**config.mk**
```make
export PLATFORM = sky130hd
export DESIGN_NAME = cla_sub_serial
export DESIGN_NICKNAME = d
export VERILOG_FILES = /design/src/rtl/cla_pkg.sv /design/src/rtl/cla_add.sv /design/src/rtl/cla_sub_serial.sv
export SDC_FILE = /design/constraint.sdc
export NUM_CORES = 1
export LEC_CHECK = 0
export CAP_MARGIN = 20
export CORE_MARGIN = 10
export CORE_UTILIZATION = 25
export CTS_BUF_LIST = sky130_fd_sc_hd__clkbuf_2
export DETAILED_ROUTE_END_ITERATION = 10
export REMOVE_ABC_BUFFERS = 1
export SYNTH_ARGS = -nofsm -noshare
export SYNTH_HDL_FRONTEND = slang
export SYNTH_HIERARCHICAL = 1
export SYNTH_SLANG_ARGS = --single-unit
export TNS_END_PERCENT = 50
```
**constraint.sdc**
```tcl
create_clock -name clk -period 2.15 [get_ports clk]
set_clock_uncertainty 0.05 [all_clocks]
set_input_delay 0.3225 -clock clk [delete_from_list [all_inputs] [get_ports clk]]
set_output_delay 0.3225 -clock clk [all_outputs]
set_load 0.005 [all_outputs]
```
**src/rtl/cla_pkg.sv**
```systemverilog
// Shared definitions for the carry-lookahead arithmetic blocks: the serial
// sequencer state type and a counter-width helper.
package cla_pkg;

  typedef enum logic [1:0] {
    IDLE = 2'd0,
    RUN  = 2'd1,
    DONE = 2'd2
  } state_t;

  // Width of a counter that must hold 0..slices-1; never narrower than 1 bit.
  function automatic int cnt_width(input int slices);
    return (slices > 1) ? $clog2(slices) : 1;
  endfunction

endpackage

```
**src/rtl/cla_add.sv**
```systemverilog
// N-bit carry-lookahead adder: sum = a + b + cin, with carry-out.
module cla_add #(
  parameter int N = 4
) (
  input  logic [N-1:0] a,
  input  logic [N-1:0] b,
  input  logic         cin,
  output logic [N-1:0] sum,
  output logic         cout
);

  logic [N-1:0] g;
  logic [N-1:0] p;
  logic [N:0]   c;

  assign g = a & b;
  assign p = a ^ b;

  // Each carry is its own generate/propagate tree rooted at cin.
  always_comb begin
    logic acc;
    // NOTE: combinational logic uses blocking '='; assigning defaults first keeps the block latch-free.
    c   = '0;
    acc = 1'b0;
    for (int i = 0; i <= N; i++) begin
      acc = cin;
      for (int j = 0; j < i; j++) begin
        acc = g[j] | (p[j] & acc);
      end
      c[i] = acc;
    end
  end

  assign sum  = p ^ c[N-1:0];
  assign cout = c[N];

endmodule

```
**src/rtl/cla_sub_serial.sv**
```systemverilog
// Digit-serial subtractor: diff = a - b - bin, one W-bit slice per cycle,
// least significant slice first, behind valid/ready handshakes.
module cla_sub_serial
  import cla_pkg::*;
#(
  parameter int N = 16,
  parameter int W = 4
) (
  input  logic         clk,
  input  logic         rst,
  input  logic         in_valid,
  output logic         in_ready,
  input  logic [N-1:0] a,
  input  logic [N-1:0] b,
  input  logic         bin,
  output logic         out_valid,
  input  logic         out_ready,
  output logic [N-1:0] diff,
  output logic         bout,
  output logic         ovf
);

  localparam int S  = N / W;
  localparam int CW = cnt_width(S);
  localparam logic [CW-1:0] LAST = CW'(S - 1);

  if ((W <= 0) || (N <= 0) || (N % W != 0)) begin : g_bad_width
    $error("cla_sub_serial: N (%0d) must be a positive multiple of W (%0d)", N, W);
  end

  state_t         state;
  state_t         state_next;
  logic [N-1:0]   a_reg;
  logic [N-1:0]   b_reg;
  logic [N-1:0]   diff_reg;
  logic [N-1:0]   diff_shift;
  logic           carry;
  logic [CW-1:0]  cnt;
  logic           a_sign;
  logic           b_sign;
  logic [W-1:0]   b_slice_n;
  logic [W-1:0]   slice_sum;
  logic           slice_cout;

  // Subtraction as a + ~b + carry, where carry starts at ~bin.
  assign b_slice_n = ~b_reg[W-1:0];

  cla_add #(.N(W)) u_slice (
    .a    (a_reg[W-1:0]),
    .b    (b_slice_n),
    .cin  (carry),
    .sum  (slice_sum),
    .cout (slice_cout)
  );

  always_comb begin
    diff_shift          = diff_reg >> W;
    diff_shift[N-1 -: W] = slice_sum;
  end

  always_comb begin
    state_next = state;
    case (state)
      IDLE:    if (in_valid)     state_next = RUN;
      RUN:     if (cnt == LAST)  state_next = DONE;
      DONE:    if (out_ready)    state_next = IDLE;
      default:                   state_next = IDLE;
    endcase
  end

  always_ff @(posedge clk) begin
    // NOTE: sequential state uses non-blocking '<=' so every register updates from pre-edge values.
    if (rst) begin
      state    <= IDLE;
      a_reg    <= '0;
      b_reg    <= '0;
      diff_reg <= '0;
      carry    <= 1'b0;
      cnt      <= '0;
      a_sign   <= 1'b0;
      b_sign   <= 1'b0;
    end else begin
      state <= state_next;
      case (state)
        IDLE: begin
          if (in_valid) begin
            a_reg  <= a;
            b_reg  <= b;
            carry  <= ~bin;
            cnt    <= '0;
            a_sign <= a[N-1];
            b_sign <= b[N-1];
          end
        end
        RUN: begin
          a_reg    <= a_reg >> W;
          b_reg    <= b_reg >> W;
          diff_reg <= diff_shift;
          carry    <= slice_cout;
          cnt      <= cnt + 1'b1;
        end
        default: ;
      endcase
    end
  end

  // Results are masked outside DONE so a partial difference is never visible.
  assign in_ready  = (state == IDLE);
  assign out_valid = (state == DONE);
  assign diff      = out_valid ? diff_reg : '0;
  assign bout      = out_valid & ~carry;
  assign ovf       = out_valid & (a_sign ^ b_sign) & (diff_reg[N-1] ^ a_sign);

endmodule

```
==> out/metrics.csv <==
stage,metric,value,unit
setup_path,worst_ep_required_time,1.78,ns
logic_synthesis,synthCells,255,
cts,h-tree-depth,2,
pwr,p_seq_share,59.5,%
place,dp_hpwl,4.55,mm
global_route,overflow,0,
finish,final_layout_size_suffix_gt1_share,20.9,%
logic_synthesis,ys.flop_type,dfxtp_1,
setup_path,path_class,reg -> out,
place,place_inst,441,
setup_path,critPathArrivalTime,1.77,ns
pwr,design_power_total,1900,uW
place,portBuffers,56,
floorplanning,rows,36,
sta,hold_viol_final,0,
cts,cts.path.max_buffers,2,
hold_path,hold_class,in -> reg,
sta,finalSetupViolations,0,
setup_path,crit_path_max_fanout,35,
setup_path,worst_setup_path_end_kind,output pin,
detailed_routing,antenna_left,0,
finish,multiInputGateArea,1290,um^2
sta,fin_crit_sh,99.5,%
logic_synthesis,yosysSeqAreaShare,43.3,%
pwr,ir_worst_vdd,271,uV
flow_run,max_cap_violations,0,
logic_synthesis,ys_seq_elements,55,
sta,timing.final.crit_period,2.14,ns
floorplanning,initial_utilization,25.9,%
finish,area_growth,34.2,%
cts,holdBufCountCts,0,
outcome,status,finished clean,
detailed_routing,drtPass1Iterations,4,
floorplanning,die_y,121,um
floorplanning,core-area,9820,um^2
pwr,clkPwrFrac,21.5,%
floorplanning,die_w,121,um
logic_synthesis,synth_most_common_cell,dfxtp_1,
detailed_routing,via_per_inst,4.30,
global_route,track_usage,8.52,%
place,place_congestion,0.719,
global_route,grt_pass1_wl,10.3,mm
pwr,swShare,28.6,%
sta,maxSlewHeadroom,76.3,%
logic_synthesis,synth.top_cells.by_area,"dfxtp_1, o2bb2ai_2, mux2i_1, nand2_1, a21oi_1",
sta,rsz0062_at_grt,true,
sta,maxSlewViolCount,0,
logic_synthesis,synth_edf_count,0,
logic_synthesis,synth_top_area_share,43.3,%
floorplanning,die-area,14600,um^2
sta,tightest_slew,0.356,ns
place,post-place-ws,-0.0186,ns
logic_synthesis,yosysWarnings,6,
logic_synthesis,async_reset_ff_share,0,%
finish,insertedDiodeCount,0,
logic_synthesis,synth_cell_type_count,30,
cts,clk_pin_slew,0.27,ns
sta,fmax,0.467,GHz
cts,cts_tree,yes,
setup_path,start_kind,flop,
global_route,antenna_found_initial,0,
pwr,comb_power_share,19.0,%
logic_synthesis,syn_area,2540,um^2
global_route,grt_max_degree,36,
logic_synthesis,synth_common_cells,"dfxtp_1, nand2_1, mux2i_1, a21oi_1, o2bb2ai_2",
finish,nets,362,
pwr,p_switching,543,uW
cts,cts_made_buffers,5,
detailed_routing,drt-initial-drc-count,74,
detailed_routing,route.detailed.drc,0,
finish,fin_cells,454,
pwr,leakage,0.00136,uW
detailed_routing,vias,1951,
logic_synthesis,synth_area_leader_cell,dfxtp_1,
detailed_routing,wl,6.18,mm
floorplanning,io_pins,57,
pwr,power_density,556,nW/um^2
sta,worst_slack,0.0107,ns
global_route,grt_pass1_vias,2084,
detailed_routing,routedWlPerCell,13.6,um
logic_synthesis,synth.avg_cell_area,9.97,um^2
finish,fill_cells,1063,
finish,regArea,1110,um^2
cts,clkLatencyLatePin,0.44,ns
cts,clock_sinks,55,
pwr,p_int,1350,uW
cts,root_buffer,clkbuf_2,
==> critical path, stage by stage, from the launching register on <==
cell	delay (ns)
dfxtp_2	0.39
clkbuf_8	0.27
nor2_1	0.15
clkdlybuf4s50_1	0.51
==> power by group through the flow <==
stage	Sequential, uW	Combinational, uW	Clock, uW
floorplan	1150	181	0
global placement	1140	356	0
detailed placement	1150	360	0
CTS	1130	364	432
global route	1140	400	472
finish	1130	360	409
==> placed cells by master, fill, tap and decap left out, drive strengths merged, types with 4 or more instances in the layout <==
cell,n
inv,15
a21oi,24
buf,18
dfxtp,55
a22oi,4
and2,16
o21ai,4
nor2,10
clkinvlp,4
clkdlybuf4s50,39
mux2i,25
nand2,34
o2bb2ai,25
nand2b,4
dlygate4sd2,12
fa,4
clkbuf,7
==> area by class of cell <==
cell class	instances	area share [%]
repair buffers	75	21.1
well taps	133	4.88
flip-flops and latches	55	32.5
clock inverters	3	0.587
inverters	16	1.87
repair inverters	2	0.440
clock buffers	5	0.734
multi-input cells	165	37.9
==> routing by layer <==
| layer | wire, um | vias to the layer above | global-route usage (%) |
|---|---|---|---|
| met5 | 0 | - | 0 |
| met4 | 50 | 0 | 2.26 |
| met3 | 323 | 5 | 2.65 |
| met2 | 2830 | 42 | 13.7 |
| met1 | 2970 | 906 | 10.7 |
| li1 | - | 998 | - |
==> path summary, 6_finish.rpt <==
| kind | from | end | slack, ns | cells after the start |
|---|---|---|---|---|
| min | a[15] | a_reg[15] | 0.38 | 3 |
| min reg2reg | diff_reg[12] | diff_reg[8] | 0.42 | 2 |
| max reg2reg | b_reg[0] | diff_reg[15] | 0.08 | 11 |
| max | state[0] | in_ready | 0.01 | 3 |
==> stage by stage <==
stage / utilization (%) / TNS [ns] / cell area, um^2 / hold WS, ns
3_3_place_gp: 33.7 / 0 / 3310 / 0.389
4_1_cts: 34.6 / -0.0211 / 3400 / 0.356
5_1_grt: 34.7 / -0.135 / 3410 / 0.363
2_1_floorplan: - / -25.65 / 2430 / 0.342
3_5_place_dp: 33.7 / -0.0186 / 3310 / 0.396
6_report: 34.7 / 0 / 3410 / 0.381
==> cells by family (layout without fill, tap and decap cells) <==
| group | after synthesis | count (layout) | synth area share, % |
|---|---|---|---|
| and+or+nand+nor | 74 | 74 | 14.4 |
| buffers and inverters | 35 | 101 | 6.65 |
| AOI/OAI and AO/OA | 60 | 60 | 21.7 |
| adders and majority gates | 5 | 5 | 3.64 |
| DFF | 55 | 55 | 43.3 |
| muxes | 26 | 26 | 10.3 |
==> repair_timing <==
item                       CTS  global route
gates resized for setup     26            11
buffers inserted             4             0
gates cloned                 2             0
pin swaps                    0             0
setup endpoints to repair   20            10
Power figures use the tool's default switching activity.
